## config.mk

```make
export PLATFORM = sky130hd
export DESIGN_NAME = axis_rs422_tx_gen_flat
export DESIGN_NICKNAME = d
export VERILOG_FILES = /design/src/rtl/axis_rs422_tx_gen_if.sv /design/src/rtl/axis_rs422_tx_gen.sv /design/src/flat_wrapper.sv
export SDC_FILE = /design/constraint.sdc
export NUM_CORES = 1
export LEC_CHECK = 0
export ABC_CLOCK_PERIOD_IN_PS = 1700
export CAP_MARGIN = 25
export CORE_ASPECT_RATIO = 2
export CORE_UTILIZATION = 45
export CTS_BUF_LIST = sky130_fd_sc_hd__clkbuf_4 sky130_fd_sc_hd__clkbuf_8 sky130_fd_sc_hd__clkbuf_16
export CTS_CLUSTER_DIAMETER = 60
export CTS_CLUSTER_SIZE = 20
export DETAILED_ROUTE_END_ITERATION = 10
export GPL_TIMING_DRIVEN = 0
export PLACE_DENSITY = 0.71
export SLEW_MARGIN = 20
export SYNTH_ARGS = -nofsm -noshare
export SYNTH_HDL_FRONTEND = slang
export SYNTH_SLANG_ARGS = --single-unit
```

## constraint.sdc

```tcl
create_clock -name clk -period 1.7 [get_ports clk]
set_input_delay 0.34 -clock clk [delete_from_list [all_inputs] [get_ports clk]]
set_output_delay 0.34 -clock clk [all_outputs]
set_load 0.05 [all_outputs]
```

## src/rtl/axis_rs422_tx_gen_if.sv

```systemverilog
// axis_rs422_tx_gen_if
// Word feed into the RS-422 transmitter. This is a plain valid/ready stream
// with an end-of-frame marker.
//   s_tvalid : producer has a word on s_tdata / s_tlast
//   s_tready : transmitter accepts the word in this cycle
//   s_tlast  : the word is the last one of the chip-select frame
//   s_tdata  : DATA_W-bit payload word
// The master modport is the word producer. The slave modport is the transmitter.
interface axis_rs422_tx_gen_if #(
   parameter int DATA_W = 8
);
   logic              s_tvalid;
   logic              s_tready;
   logic              s_tlast;
   logic [DATA_W-1:0] s_tdata;

   modport master (output s_tvalid, output s_tlast, output s_tdata, input s_tready);
   modport slave  (input s_tvalid, input s_tlast, input s_tdata, output s_tready);
endinterface

```

## src/rtl/axis_rs422_tx_gen.sv

```systemverilog
// axis_rs422_tx_gen
// Serialises stream words onto a synchronous RS-422 link made of a clock,
// an active-low chip select and a data line. One frame is a run of words
// ending with tlast. Chip select is asserted CS_SETUP cycles before the
// first bit and is held CS_HOLD cycles after the last bit.
// Ports:
//   clk, rst    : system clock; synchronous active-high reset
//   s_axis      : slave side of the word stream (tvalid/tready/tlast/tdata)
//   rs422_clk   : serial bit clock; idles at CPOL, first half of a bit at !CPOL
//   rs422_cs    : chip select, active low
//   rs422_data  : serial data, held stable for a whole bit period
//   busy        : high whenever a frame is in progress
//   underrun    : one-cycle pulse when a non-final word ran out with no successor
//   frame_done  : one-cycle pulse when a frame has fully completed
module axis_rs422_tx_gen #(
   parameter int DATA_W    = 8,
   parameter int CLK_DIV   = 4,
   parameter int CS_SETUP  = 50000,
   parameter int CS_HOLD   = 50000,
   parameter int MSB_FIRST = 1,
   parameter int CPOL      = 1
) (
   input  logic               clk,
   input  logic               rst,
   axis_rs422_tx_gen_if.slave s_axis,
   output logic               rs422_clk,
   output logic               rs422_cs,
   output logic               rs422_data,
   output logic               busy,
   output logic               underrun,
   output logic               frame_done
);

   localparam int PH_W    = (CLK_DIV > 1) ? $clog2(CLK_DIV) : 1;
   localparam int BIT_W   = (DATA_W > 1) ? $clog2(DATA_W) : 1;
   localparam int TMR_MAX = (CS_SETUP > CS_HOLD) ? CS_SETUP : CS_HOLD;
   localparam int TMR_W   = (TMR_MAX > 1) ? $clog2(TMR_MAX) : 1;

   localparam logic [PH_W-1:0]  PH_LAST    = PH_W'(CLK_DIV - 1);
   localparam logic [PH_W-1:0]  PH_HALF    = PH_W'(CLK_DIV / 2);
   localparam logic [BIT_W-1:0] BIT_LAST   = BIT_W'(DATA_W - 1);
   localparam logic [TMR_W-1:0] SETUP_LAST = TMR_W'(CS_SETUP - 1);
   localparam logic [TMR_W-1:0] HOLD_LAST  = TMR_W'(CS_HOLD - 1);
   localparam logic             IDLE_CLK   = (CPOL != 0);
   localparam logic             MSB_FST    = (MSB_FIRST != 0);

   typedef enum logic [2:0] {IDLE, SETUP, WAIT, SHIFT, HOLD} state_t;

   state_t             state, state_nxt;
   logic [TMR_W-1:0]   tmr, tmr_nxt;
   logic [PH_W-1:0]    phase, phase_nxt;
   logic [BIT_W-1:0]   bit_cnt, bit_nxt;
   logic [DATA_W-1:0]  shreg, shreg_nxt;
   logic               last_q, last_nxt;
   logic               underrun_nxt, done_nxt;
   logic               tready_c;
   logic               tx_bit;

   // The bit on the wire always sits at the outgoing end of the shift register.
   // Advancing the register moves the next bit into that position.
   assign tx_bit          = MSB_FST ? shreg[DATA_W-1] : shreg[0];
   assign s_axis.s_tready = tready_c;
   assign busy            = (state != IDLE);

   // Next-state and counter logic. The timer is shared by SETUP and HOLD
   // because the two states never overlap. The ready signal is decoded only
   // from registered state and counters, so it never depends on tvalid in
   // the same cycle. The final phase of a non-last word accepts the next word
   // directly. This keeps consecutive words on the wire without a gap.
   always_comb begin
      state_nxt    = state;
      tmr_nxt      = tmr;
      phase_nxt    = phase;
      bit_nxt      = bit_cnt;
      shreg_nxt    = shreg;
      last_nxt     = last_q;
      underrun_nxt = 1'b0;
      done_nxt     = 1'b0;
      tready_c     = 1'b0;
      case (state)
         IDLE: begin
            tmr_nxt = '0;
            if (s_axis.s_tvalid) state_nxt = SETUP;
         end
         SETUP: begin
            if (tmr == SETUP_LAST) begin
               tmr_nxt   = '0;
               state_nxt = WAIT;
            end else begin
               tmr_nxt = tmr + 1'b1;
            end
         end
         WAIT: begin
            tready_c = 1'b1;
            if (s_axis.s_tvalid) begin
               shreg_nxt = s_axis.s_tdata;
               last_nxt  = s_axis.s_tlast;
               phase_nxt = '0;
               bit_nxt   = '0;
               state_nxt = SHIFT;
            end
         end
         SHIFT: begin
            if (phase != PH_LAST) begin
               phase_nxt = phase + 1'b1;
            end else begin
               phase_nxt = '0;
               if (bit_cnt != BIT_LAST) begin
                  bit_nxt   = bit_cnt + 1'b1;
                  shreg_nxt = MSB_FST ? (shreg << 1) : (shreg >> 1);
               end else if (last_q) begin
                  tmr_nxt   = '0;
                  state_nxt = HOLD;
               end else begin
                  tready_c = 1'b1;
                  bit_nxt  = '0;
                  if (s_axis.s_tvalid) begin
                     shreg_nxt = s_axis.s_tdata;
                     last_nxt  = s_axis.s_tlast;
                  end else begin
                     underrun_nxt = 1'b1;
                     state_nxt    = WAIT;
                  end
               end
            end
         end
         HOLD: begin
            if (tmr == HOLD_LAST) begin
               tmr_nxt   = '0;
               done_nxt  = 1'b1;
               state_nxt = IDLE;
            end else begin
               tmr_nxt = tmr + 1'b1;
            end
         end
         default: state_nxt = IDLE;
      endcase
   end

   // State register and registered line outputs. The line outputs are decoded
   // from the current state and phase, so they lag the internal state by one
   // clock. This also keeps them free of glitches. In WAIT the data line keeps
   // the last bit it sent, so the receiver sees no spurious edge between words.
   always_ff @(posedge clk) begin
      if (rst) begin
         state      <= IDLE;
         tmr        <= '0;
         phase      <= '0;
         bit_cnt    <= '0;
         shreg      <= '0;
         last_q     <= 1'b0;
         underrun   <= 1'b0;
         frame_done <= 1'b0;
         rs422_cs   <= 1'b1;
         rs422_clk  <= IDLE_CLK;
         rs422_data <= 1'b0;
      end else begin
         state      <= state_nxt;
         tmr        <= tmr_nxt;
         phase      <= phase_nxt;
         bit_cnt    <= bit_nxt;
         shreg      <= shreg_nxt;
         last_q     <= last_nxt;
         underrun   <= underrun_nxt;
         frame_done <= done_nxt;
         rs422_cs   <= (state == IDLE);
         if (state == SHIFT) rs422_clk <= (phase < PH_HALF) ? ~IDLE_CLK : IDLE_CLK;
         else                rs422_clk <= IDLE_CLK;
         case (state)
            SHIFT:   rs422_data <= tx_bit;
            WAIT:    rs422_data <= rs422_data;
            default: rs422_data <= 1'b0;
         endcase
      end
   end

endmodule

```

## src/flat_wrapper.sv

```systemverilog
// flat-port wrapper written by rule: the top's interface ports become plain ports
module axis_rs422_tx_gen_flat 
#(
   parameter int DATA_W    = 8,
   parameter int CLK_DIV   = 4,
   parameter int CS_SETUP  = 50000,
   parameter int CS_HOLD   = 50000,
   parameter int MSB_FIRST = 1,
   parameter int CPOL      = 1
)
  (clk, rst, rs422_clk, rs422_cs, rs422_data, busy, underrun, frame_done, s_axis_s_tvalid, s_axis_s_tlast, s_axis_s_tdata, s_axis_s_tready);
  axis_rs422_tx_gen_if #(.DATA_W(DATA_W)) s_axis_i ();
  input  logic clk;
  input  logic rst;
  output logic rs422_clk;
  output logic rs422_cs;
  output logic rs422_data;
  output logic busy;
  output logic underrun;
  output logic frame_done;
  input wire logic [$bits(s_axis_i.s_tvalid)-1:0] s_axis_s_tvalid;
  input wire logic [$bits(s_axis_i.s_tlast)-1:0] s_axis_s_tlast;
  input wire logic [$bits(s_axis_i.s_tdata)-1:0] s_axis_s_tdata;
  output wire logic [$bits(s_axis_i.s_tready)-1:0] s_axis_s_tready;
  assign s_axis_i.s_tvalid = s_axis_s_tvalid;
  assign s_axis_i.s_tlast = s_axis_s_tlast;
  assign s_axis_i.s_tdata = s_axis_s_tdata;
  assign s_axis_s_tready = s_axis_i.s_tready;
  axis_rs422_tx_gen #(.DATA_W(DATA_W), .CLK_DIV(CLK_DIV), .CS_SETUP(CS_SETUP), .CS_HOLD(CS_HOLD), .MSB_FIRST(MSB_FIRST), .CPOL(CPOL)) u_core (.clk(clk), .rst(rst), .s_axis(s_axis_i), .rs422_clk(rs422_clk), .rs422_cs(rs422_cs), .rs422_data(rs422_data), .busy(busy), .underrun(underrun), .frame_done(frame_done));
endmodule
```

# Yosys cells after proc, flatten, opt, wreduce, memory -nomap -nowiden
# Index checks and enable logic that the tools add are counted.
[word_totals]
register_bits = 38
word_cells = 88
out_inout_bits = 7
in_bits = 12
[classes]
n_mux = 41
n_reduce_logical = 14
bitwise_logic = 2
n_eq_ne = 16
add_sub_neg = 3
magnitude_cmp = 1
[op_table]
columns = ["op", "count"]
rows = [
  ["$mux W16", 4],
  ["$pmux W16 S3", 1],
  ["$mux W3", 12],
  ["$mux W8", 4],
  ["$add A16 B1 Y16 const B", 1],
  ["$eq A16 B16 Y1 const B", 1],
  ["$pmux W8 S2", 1],
  ["$pmux W3 S5", 1],
  ["$reduce_and A4 Y1", 3],
  ["$mux W1", 11],
  ["$ne A2 B2 Y1 const B", 5],
  ["$reduce_and A7 Y1", 1],
  ["$eq A3 B2 Y1 const B", 2],
  ["$ne A2 B1 Y1 const B", 3],
  ["$ne A3 B3 Y1 const B", 2],
  ["$pmux W1 S2", 3],
  ["$pmux W3 S2", 1],
  ["$reduce_bool A3 Y1", 2],
  ["$reduce_or A2 Y1", 3],
  ["$reduce_or A5 Y1", 1],
  ["$mux W2", 2],
  ["$pmux W2 S2", 1],
  ["$add A3 B1 Y3 const B", 1],
  ["$eq A3 B1 Y1 const B", 1],
  ["9 further kinds", 10],
]

# Logic depth before layout (Yosys ltp)
# Gate-level depths: netlist of run 1.
[logic_depth]
ltp_word = 5
depth_mapped = 8
mapped_depth_nobuf = 6

# Worst setup path before layout of run 1
# Ideal clock, no wire load.
[synth_timing]
path_type = "reg2out"
startpoint = "register u_core.bit_cnt[0]"
endpoint = "output port s_axis_s_tready"
n_path_buf = 0
required_ns = 1.360
slack_ns = -0.475
arrival_ns = 1.835
stages_incl_launch_ff = 6
cell_sequence = "dfxtp_1 ha_1 ha_1 nand2_1 or2_2 a21oi_1"
[synth_between]
elab_chain_cells = 4
[synth_rtl]
columns = ["item", "line", "source"]
rows = [
  ["from (decl)", "axis_rs422_tx_gen.sv:52", "logic [BIT_W-1:0] bit_cnt, bit_nxt;"],
  ["from (signal assigned)", "axis_rs422_tx_gen.sv:161", "bit_cnt <= bit_nxt;"],
  ["$ne A3 B3 Y1", "axis_rs422_tx_gen.sv:108", "if (bit_cnt != BIT_LAST) begin"],
  ["$mux W1", "axis_rs422_tx_gen.sv:108", ""],
  ["$mux W1", "axis_rs422_tx_gen.sv:104", "if (phase != PH_LAST) begin"],
  ["$pmux W1 S2", "axis_rs422_tx_gen.sv:80", "case (state)"],
  ["to (decl)", "flat_wrapper.sv:24", "output wire logic [$bits(s_axis_i.s_tready)-1:0] s_axis_s_tready;"],
]
# Every way passes these cells.

# Final worst setup path of run 1
# Same ends and word-level chain as after synthesis.

==> results of run 1 <==
routing by layer:
layer | routed length, um | part of all wire, % | GRT usage, % | vias to the layer above
li1 | - | - | - | 998
met1 | 2130 | 36 | 24.4 | 1015
met2 | 3310 | 56 | 47.9 | 72
met3 | 170 | 2.9 | 3.36 | 23
met4 | 289 | 4.9 | 16.0 | 0
met5 | 0 | 0 | 0 | -
registers in the layout (all words and copies together), names as in the netlist:
name               cells
u_core.tmr            16
u_core.shreg           8
u_core.bit_cnt         3
u_core.state           3
u_core.phase           2
u_core.frame_done      1
u_core.last_q          1
u_core.rs422_clk       1
u_core.rs422_cs        1
u_core.rs422_data      1
u_core.underrun        1
path summary, 6_finish.rpt:
kind	cells past startpoint	end	startpoint
setup / recovery	6	s_axis_s_tready	u_core.bit_cnt[0]
hold / removal	2	u_core.phase[0]	u_core.phase[0]
setup reg to reg	6	u_core.shreg[0]	u_core.bit_cnt[0]
hold reg to reg	2	u_core.phase[0]	u_core.phase[0]
logic make-up (layout without fill, tap and decap cells):
kind of cell,Yosys count,in the layout,share of synthesized area (%)
AOI/OAI and AO/OA,62,62,20.8
xor gates and xnor gates,2,2,1.69
adders and majority gates,4,4,2.33
buffers and inverters,24,61,8.09
DFF,38,38,35.4
muxes,2,2,0.931
and+or+nand+nor,110,110,30.7
cell usage in the layout, fill, tap and decap left out, types with 9 or more instances in the layout:
cell / n
clkdlybuf4s50_1: 11
dfxtp_1: 27
a21oi_1: 11
nand4_1: 11
nand2_1: 16
buf_4: 9
nand3_1: 15
a31oi_1: 9
nand3b_1: 10
clkbuf_8: 12
dfxtp_2: 9
critical path: stages (launching register included):
cell	delay (ps)
dfxtp_2	360
ha_4	140
ha_4	160
nand2_2	60
or2_4	260
a21oi_4	120
buf_6	170
cell type report:
type                       count  area [sq um]  share of cell area [%]
buffer                        16           166                    5.97
sequential                    38           779                    28.0
clock inverter                 1          5.00                   0.180
clock buffer                   7          90.1                    3.23
inverter                       8          30.0                    1.08
timing repair buffer          29           270                    9.70
multi-input combinational    180          1380                    49.4
tap                           55          68.8                    2.47
repair_timing:
item                       4_1_cts  5_1_grt
pin swaps                        7        5
setup buffers                    9        2
resized for setup               44       34
setup endpoints to repair       27       27
cloned                           0        0
report_power, final:
part	total [mW]	switching [mW]	internal [mW]	leakage [nW]
Clock	0.691	0.347	0.344	0.0517
Sequential	0.930	0.0208	0.909	0.313
Combinational	0.351	0.195	0.156	0.581
Total	1.97	0.563	1.41	0.946
==> reports/qor.csv, run 1 <==
stage,metric,value,unit
timing,finalMaxSlewViolations,0,
critical_path,cp_max_fo,6,
place,io_buffer_count,18,
final_layout,utilization,60.6,%
logic_synthesis,synth_top_area_share,35.4,%
place,placed_area,2410,sq um
final_layout,syn_to_final_growth,29.6,%
global_routing,antenna_found_initial,0,
critical_path,arrival,1570,ps
min_path,hold_class,flip-flop to flip-flop,
global_routing,grt_pass1_wl,9750,um
final_layout,drive_gt1_share,31.2,%
drt,dr_total_vias,2108,
status,run_status,"finished, violations left",
power_and_ir_drop,total_power,1.97,mW
logic_synthesis,synth_nets,258,
place,placed_cells,315,
floorplan,die_h,99.7,um
drt,first_pass_iters,5,
timing,min_period,1910,ps
power_and_ir_drop,peakVddDrop,658,uV
timing,setup_ws,-213,ps
global_routing,gr-total-overflow,0,
logic_synthesis,synth.cell_area,2150,sq um
clock_network,cts_hold_buf,0,
power_and_ir_drop,power.density,708,nW/um^2
global_routing,grt_max_degree,12,
logic_synthesis,syn_avg_cell_area,8.88,sq um
timing,hold_viol,0,
logic_synthesis,yosysMostFrequentCell,dfxtp_1,
place,hpwl,4100,um
logic_synthesis,synth_area_leaders,"dfxtp_1, clkbuf_8, nand3_1",
drt,initialDrtViolationCount,56,
critical_path,end_kind,output port,
final_layout,final_area,2790,sq um
timing,max_slew_margin,54.8,%
status,violations,setup timing,
timing,fin_setup_tns,-952,ps
logic_synthesis,yosys_warnings,0,
clock_network,root_buffer,clkbuf_8,
logic_synthesis,yosysTopAreaCell,dfxtp_1,
timing,whs,488,ps
job,maxCapViolations,0,
clock_network,cts_made_buffers,5,
floorplan,ios,19,
floorplan,core_area,4600,sq um
clock_network,tritoncts,done,
drt,routed_wl,5900,um
logic_synthesis,synth_cell_types,50,
logic_synthesis,synth-seq-cells,38,
logic_synthesis,synth-main-ff-cell,dfxtp_1,
critical_path,critPathLaunchType,flip-flop,
floorplan,initial_core_util,46.7,%
drt,final_antenna_net_count,0,
timing,rsz0062_at_grt,yes,
timing,finalSetupViolCount,11,
place,place_congestion,0.940,
final_layout,fin_cells,334,
critical_path,required,1360,ps
global_routing,grt_pass1_vias,2126,
drt,drc,0,
timing,worst_pin_slew,678,ps
clock_network,clk_path_buf_depth,2,
clock_network,cts.sinks,38,
clock_network,clk_pin_slew,80,ps
logic_synthesis,synth_commonest_cells,"dfxtp_1, nand2_1, nand3_1, nor2_1, a21oi_1",
global_routing,grt_use_total,25.3,%
timing,fin_crit_sh,113,%
critical_path,r2r_slack,-130,ps
final_layout,insertedDiodeCount,0,
drt,via_per_inst,6.31,
place,pre_cts_ws,-656,ps
floorplan,num_rows,35,
final_layout,final_nets,294,
timing,fin_skew,6.25,ps
power_and_ir_drop,p_leak,0.946,nW
clock_network,clock_insertion_delay_worst_skew,290,ps
logic_synthesis,seq_area_frac_synth,35.4,%
critical_path,crit_type,flip-flop to output port,
timing,fmax,523,MHz
floorplan,die_w,50.9,um
clock_network,h-tree-depth,2,
drt,wl_per_cell,17.7,um
final_layout,fill_cells,398,
floorplan,dieArea,5070,sq um
logic_synthesis,async_flop_share,0,%
logic_synthesis,syn_inst,242,
logic_synthesis,synth_edf_count,0,
(Power assumes the default switching activity.)
==> run 2, diff against run 1 <==
--- a/config.mk
+++ b/config.mk
@@ -19,3 +19,4 @@
 export SYNTH_ARGS = -nofsm -noshare
 export SYNTH_HDL_FRONTEND = slang
 export SYNTH_SLANG_ARGS = --single-unit
+export TNS_END_PERCENT = 20
==> reports/qor.csv, run 2 (synthesized netlist as in run 1, its figures left out) <==
stage,metric,value,unit,change
power_and_ir_drop,peakVddDrop,651,uV,-1.1%
place,pre_cts_ws,-656,ps,unchanged
clock_network,root_buffer,clkbuf_8,,
final_layout,regMostFlops,u_core.tmr,,
drt,via_per_inst,6.19,,-1.9%
clock_network,cts.sinks,38,,unchanged
drt,first_pass_iters,5,,unchanged
critical_path,required,1360,ps,about the same
power_and_ir_drop,p_int,1.40,mW,-0.46%
timing,rsz0062_at_grt,yes,,
critical_path,cp_max_fo,6,,unchanged
job,maxCapViolations,0,,unchanged
drt,wl_per_cell,17.4,um,-1.5%
floorplan,core_area,4600,sq um,unchanged
place,placed_cells,315,,unchanged
timing,worst_pin_slew,579,ps,-99.3 ps
place,place_congestion,0.940,,unchanged
drt,drc,0,,unchanged
power_and_ir_drop,power_frac_clock,35.0,%,about the same
power_and_ir_drop,power.density,713,nW/um^2,+0.71%
place,placed_area,2410,sq um,unchanged
critical_path,crit_family,flip-flops,,
timing,whs,480,ps,-8.02 ps
floorplan,ios,19,,unchanged
status,violations,setup timing,,
global_routing,grt_max_degree,12,,unchanged
global_routing,gr-total-overflow,0,,unchanged
timing,fmax,523,MHz,about the same
final_layout,final_cell_mix,"dfxtp_1, nand2_1, nand3_1",,
critical_path,worstRegToRegCells,6,,unchanged
status,run_status,"finished, violations left",,
place,hpwl,4100,um,unchanged
clock_network,cts_hold_buf,0,,unchanged
drt,dr_total_vias,2067,,-1.9%
clock_network,h-tree-depth,2,,unchanged
floorplan,num_rows,35,,unchanged
final_layout,final_area,2730,sq um,-1.9%
drt,initialDrtViolationCount,75,,+34%
min_path,hold_class,flip-flop to flip-flop,,
critical_path,r2r_slack,-70,ps,+60 ps
final_layout,largest_register_ffs,16,,unchanged
timing,finalMaxSlewViolations,0,,unchanged
final_layout,insertedDiodeCount,0,,unchanged
clock_network,cts_made_buffers,5,,unchanged
final_layout,utilization,59.4,%,-1.2 points
floorplan,dieArea,5070,sq um,unchanged
timing,fin_crit_sh,113,%,about the same
clock_network,clk_path_buf_depth,2,,unchanged
power_and_ir_drop,netSwitchingFraction,28.0,%,-0.57 points
critical_path,end_kind,output port,,
timing,hold_viol,0,,unchanged
min_path,hold_path_depth,2,,unchanged
timing,setup_ws,-213,ps,-0.302 ps
timing,min_period,1910,ps,+0.302 ps
drt,final_antenna_net_count,0,,unchanged
power_and_ir_drop,p_sw,545,uW,-3.2%
floorplan,die_w,50.9,um,unchanged
critical_path,slowest_stage,dfxtp_2,,
place,io_buffer_count,18,,unchanged
timing,fin_setup_tns,-574,ps,+378 ps
critical_path,crit_type,flip-flop to output port,,
global_routing,grt_pass1_wl,9740,um,-0.14%
final_layout,largestRegisters,"u_core.tmr: 16 flops, u_core.shreg: 8 flops",,
drt,routed_wl,5810,um,-1.5%
floorplan,initial_core_util,46.7,%,unchanged
critical_path,r2r_end,u_core.shreg[0],,
final_layout,syn_to_final_growth,27.1,%,
global_routing,antenna_found_initial,0,,unchanged
final_layout,final_nets,294,,unchanged
critical_path,critPathLaunchType,flip-flop,,
critical_path,crit_buf_inv,1,,unchanged
critical_path,arrival,1570,ps,about the same
timing,fin_skew,5.90,ps,-0.355 ps
min_path,hold_path_startpoint,u_core.shreg[0],,
global_routing,grt_pass1_vias,2117,,-0.42%
power_and_ir_drop,total_power,1.95,mW,-1.2%
clock_network,clock_insertion_delay_worst_skew,290,ps,about the same
final_layout,mostFrequentLayoutCell,dfxtp_1,,
power_and_ir_drop,pwr-share-comb,17.3,%,-0.5 points
power_and_ir_drop,p_leak,0.935,nW,-1.1%
global_routing,grt_use_total,25.3,%,-0.031 points
critical_path,reg2reg_from,u_core.bit_cnt[0],,
power_and_ir_drop,seq_power_share,47.7,%,+0.5 points
timing,max_slew_margin,61.4,%,+6.6 points
final_layout,fin_cells,334,,unchanged
final_layout,drive_gt1_share,27.6,%,-3.6 points
critical_path,cpMostUsedCell,ha_4,,
critical_path,cp_cell_sequence,ha_4 -> ha_4 -> nand2_2 -> or2_4 -> a21oi_4 -> buf_6,,
timing,finalSetupViolCount,11,,unchanged
clock_network,clk_pin_slew,80,ps,about the same
critical_path,worst_path_largest_cell_delay,360,ps,about the same
floorplan,die_h,99.7,um,unchanged
clock_network,tritoncts,done,,
min_path,min_to,u_core.shreg[0],,
==> run 2: changes by cell type in the layout (fill, tap and decap cells not counted), moves of 3 or more <==
| cell | previous run | this run |
|---|---|---|
| nor2_1 | 8 | 13 |
| nor2_2 | 6 | 2 |
| a211oi_1 | 2 | 5 |
| a211oi_2 | 7 | 4 |
==> run 2: worst register-to-register path, cell delays in order (launching register included) <==
cell and delay, ps:
dfxtp_2 340, ha_4 160, ha_4 180, a21bo_2 260, a21oi_2 440, nand4_1 180, a21oi_1 150
==> run 2: metal layers <==
| metal | up-vias | part of all wire [%] | wire length [um] | GRT usage (%) |
|---|---|---|---|---|
| met4 | 0 | 4.3 | 248 | 16.0 |
| met5 | - | 0 | 0 | 0 |
| met3 | 17 | 3.2 | 184 | 3.36 |
| met1 | 995 | 36 | 2070 | 24.5 |
| met2 | 58 | 57 | 3300 | 47.7 |
| li1 | 997 | - | - | - |
==> run 2: worst max path at each step <==
stage                                 start              end  slack (ps)  cells past startpoint
after detailed placement  u_core.bit_cnt[0]  s_axis_s_tready        -660                      6
after CTS                 u_core.bit_cnt[0]  s_axis_s_tready        -210                      6
final                     u_core.bit_cnt[0]  s_axis_s_tready        -210                      6
after global placement    u_core.bit_cnt[0]  s_axis_s_tready        -650                      6
after floorplan           u_core.bit_cnt[0]  u_core.shreg[1]          20                      7
after global routing      u_core.bit_cnt[0]  s_axis_s_tready        -270                      6
==> run 2: area by class of cell <==
| cell class | count | area, sq um |
|---|---|---|
| multi-input combinational | 180 | 1330 |
| clock inverter | 1 | 5.00 |
| sequential | 38 | 777 |
| inverter | 8 | 30.0 |
| timing repair buffer | 29 | 267 |
| buffer | 16 | 166 |
| tap | 55 | 68.8 |
| clock buffer | 7 | 90.1 |
| fill | 408 | 1870 |
==> run 2: what timing repair did <==
item                                   4_1_cts  5_1_grt
gates resized for setup                     42       23
setup endpoints to repair                   27       27
endpoints found under the hold margin        0        0
buffers inserted                             9        2
pin swaps                                    7        3
cloned                                       0        0
==> run 2: power groups by stage <==
| stage | Clock, mW | Sequential, mW | Combinational, mW |
|---|---|---|---|
| after floorplan | 0 | 0.952 | 0.193 |
| after global placement | 0 | 0.946 | 0.287 |
| after detailed placement | 0 | 0.947 | 0.289 |
| after CTS | 0.689 | 0.927 | 0.325 |
| after global routing | 0.724 | 0.933 | 0.363 |
| final | 0.682 | 0.929 | 0.336 |
==> run 3, diff against run 2 <==
--- a/config.mk
+++ b/config.mk
@@ -5,7 +5,7 @@
 export SDC_FILE = /design/constraint.sdc
 export NUM_CORES = 1
 export LEC_CHECK = 0
-export ABC_CLOCK_PERIOD_IN_PS = 1700
+export ABC_CLOCK_PERIOD_IN_PS = 1600
 export CAP_MARGIN = 25
 export CORE_ASPECT_RATIO = 2
 export CORE_UTILIZATION = 45
==> constraint.sdc (replaced) <==
create_clock -name clk -period 1.6 [get_ports clk]
set_input_delay 0.32 -clock clk [delete_from_list [all_inputs] [get_ports clk]]
set_output_delay 0.32 -clock clk [all_outputs]
set_load 0.05 [all_outputs]
==> reports/qor.csv, run 3 (synthesized netlist as in run 1, its figures left out) <==
stage,metric,value,unit,change
drt,via_per_inst,6.31,,+1.9%
clock_network,tritoncts,done,,
clock_network,cts_made_buffers,5,,unchanged
power_and_ir_drop,p_leak,0.933,nW,-0.22%
critical_path,cp_cell_sequence,ha_4 -> ha_4 -> nand2_2 -> or2_4 -> a21oi_4 -> buf_6,,
timing,whs,491,ps,+11.2 ps
power_and_ir_drop,netSwitchingFraction,27.6,%,-0.41 points
global_routing,use_met1,25.1,%,+0.54 points
global_routing,grt_pass1_vias,2111,,-0.28%
critical_path,required,1280,ps,-80 ps
clock_network,h-tree-depth,2,,unchanged
global_routing,grt_pass1_wl,10100,um,+4.3%
status,violations,setup timing,,
global_routing,grt-busiest-layer,met2,,
global_routing,grt_max_degree,11,,-1
clock_network,clk_pin_slew,70,ps,about the same
drt,routed_wl,5960,um,+2.5%
timing,max_slew_margin,63.0,%,+1.6 points
timing,min_period,1870,ps,
power_and_ir_drop,p_sw,555,uW,+1.8%
floorplan,die_h,99.7,um,unchanged
final_layout,final_nets,294,,unchanged
floorplan,num_rows,35,,unchanged
global_routing,antenna_found_initial,0,,unchanged
critical_path,slowest_stage,dfxtp_2,,
final_layout,fin_cells,332,,-0.60%
clock_network,clk_path_buf_depth,2,,unchanged
final_layout,mostFrequentLayoutCell,dfxtp_1,,
place,hpwl,4070,um,-0.72%
critical_path,critPathLaunchType,flip-flop,,
min_path,hold_class,flip-flop to flip-flop,,
global_routing,groute.layer.met2.usage,48.3,%,+0.62 points
clock_network,root_buffer,clkbuf_8,,
final_layout,syn_to_final_growth,29.0,%,
critical_path,arrival,1550,ps,-20 ps
timing,fin_crit_sh,117,%,
power_and_ir_drop,seq_power_share,49.1,%,+1.4 points
power_and_ir_drop,peakVddDrop,517,uV,-21%
global_routing,grt_use_total,26.8,%,+1.5 points
timing,finalSetupViolCount,17,,+6
floorplan,die_w,50.9,um,unchanged
clock_network,cts.sinks,38,,unchanged
job,maxCapViolations,0,,unchanged
final_layout,utilization,60.3,%,+0.90 points
floorplan,ios,19,,unchanged
timing,fin_setup_tns,-2600,ps,-2020 ps
place,pre_cts_ws,-597,ps,+58.9 ps
timing,rsz0062_at_grt,yes,,
clock_network,clock_insertion_delay_worst_skew,290,ps,about the same
final_layout,final_cell_mix,"dfxtp_1, nand2_1, nand3_1",,
timing,fin_skew,4.32,ps,-1.57 ps
final_layout,largestRegisters,"u_core.tmr: 16 flops, u_core.shreg: 8 flops",,
floorplan,initial_core_util,46.7,%,unchanged
critical_path,cp_max_fo,4,,-2
drt,drc,0,,unchanged
place,place_congestion,0.867,,-7.8%
power_and_ir_drop,power_frac_clock,32.7,%,-2.3 points
power_and_ir_drop,pwr-share-comb,18.2,%,+0.9 points
floorplan,dieArea,5070,sq um,unchanged
floorplan,core_area,4600,sq um,unchanged
timing,worst_pin_slew,555,ps,-24.2 ps
place,placed_cells,315,,unchanged
final_layout,largest_register_ffs,16,,unchanged
global_routing,met3_usage,4.89,%,+1.5 points
drt,wl_per_cell,17.9,um,+3.1%
drt,dr_total_vias,2094,,+1.3%
final_layout,insertedDiodeCount,0,,unchanged
power_and_ir_drop,total_power,2.01,mW,+3.4%
final_layout,final_area,2770,sq um,+1.5%
drt,first_pass_iters,4,,-1
final_layout,regMostFlops,u_core.tmr,,
drt,final_antenna_net_count,0,,unchanged
final_layout,drive_gt1_share,28.2,%,+0.56 points
place,io_buffer_count,18,,unchanged
timing,setup_ws,-266,ps,-53.0 ps
critical_path,end_kind,output port,,
status,run_status,"finished, violations left",,
place,placed_area,2450,sq um,+1.3%
power_and_ir_drop,power.density,726,nW/um^2,+1.8%
global_routing,gr-total-overflow,0,,unchanged
timing,fmax,536,MHz,
critical_path,worst_path_largest_cell_delay,360,ps,about the same
drt,initialDrtViolationCount,64,,-15%
timing,hold_viol,0,,unchanged
timing,finalMaxSlewViolations,0,,unchanged
critical_path,crit_type,flip-flop to output port,,
power_and_ir_drop,p_int,1.46,mW,+4.0%
critical_path,cpMostUsedCell,ha_4,,
[run 3: routing by layer]
| layer | up-vias | share of wire, % |
|---|---|---|
| met2 | 74 | 56 |
| met5 | - | 0 |
| met3 | 32 | 3.5 |
| met1 | 1000 | 34 |
| li1 | 988 | - |
| met4 | 0 | 6.5 |
[run 3: worst paths after layout]
path	slack, ps	cells after the start	from	to
worst min-delay path	490	2	u_core.shreg[0]	u_core.shreg[0]
worst max register to register	-220	8	u_core.bit_cnt[1]	u_core.shreg[0]
worst min register to register	490	2	u_core.shreg[0]	u_core.shreg[0]
worst max-delay path	-270	6	u_core.bit_cnt[1]	s_axis_s_tready
[run 3: critical path, delay by kind of cell (launching register included)]
family	cells	cell delay, ps
and+or+nand+nor	2	320
buffers and inverters	1	170
AOI/OAI and AO/OA	1	130
adders and majority gates	2	290
DFF	1	360
[run 3: what timing repair did]
| item | in CTS | in global routing |
|---|---|---|
| hold endpoints to repair | 0 | 0 |
| hold buffers | 0 | 0 |
| setup endpoints to repair | 37 | 33 |
| setup buffers | 10 | 2 |
| gates resized for setup | 52 | 14 |
| gates cloned | 0 | 0 |
| pin swaps | 4 | 2 |
[run 3: area by class of cell]
| class | instances | area [sq um] |
|---|---|---|
| plain buffers | 15 | 156 |
| clock buffers | 6 | 82.6 |
| fillers | 421 | 1820 |
| inverters | 8 | 31.3 |
| multi-input cells | 180 | 1380 |
| flip-flops and latches | 38 | 782 |
| well taps | 55 | 68.8 |
| repair buffers | 30 | 278 |
[run 3: power by group through the flow]
stage          Clock, mW  Combinational (mW)  Sequential, mW
2_1_floorplan          0               0.206            1.01
3_3_place_gp           0               0.307            1.01
5_1_grt            0.709               0.395           0.991
4_1_cts            0.672               0.353           0.985
6_report           0.658               0.367           0.988
3_5_place_dp           0               0.308            1.01
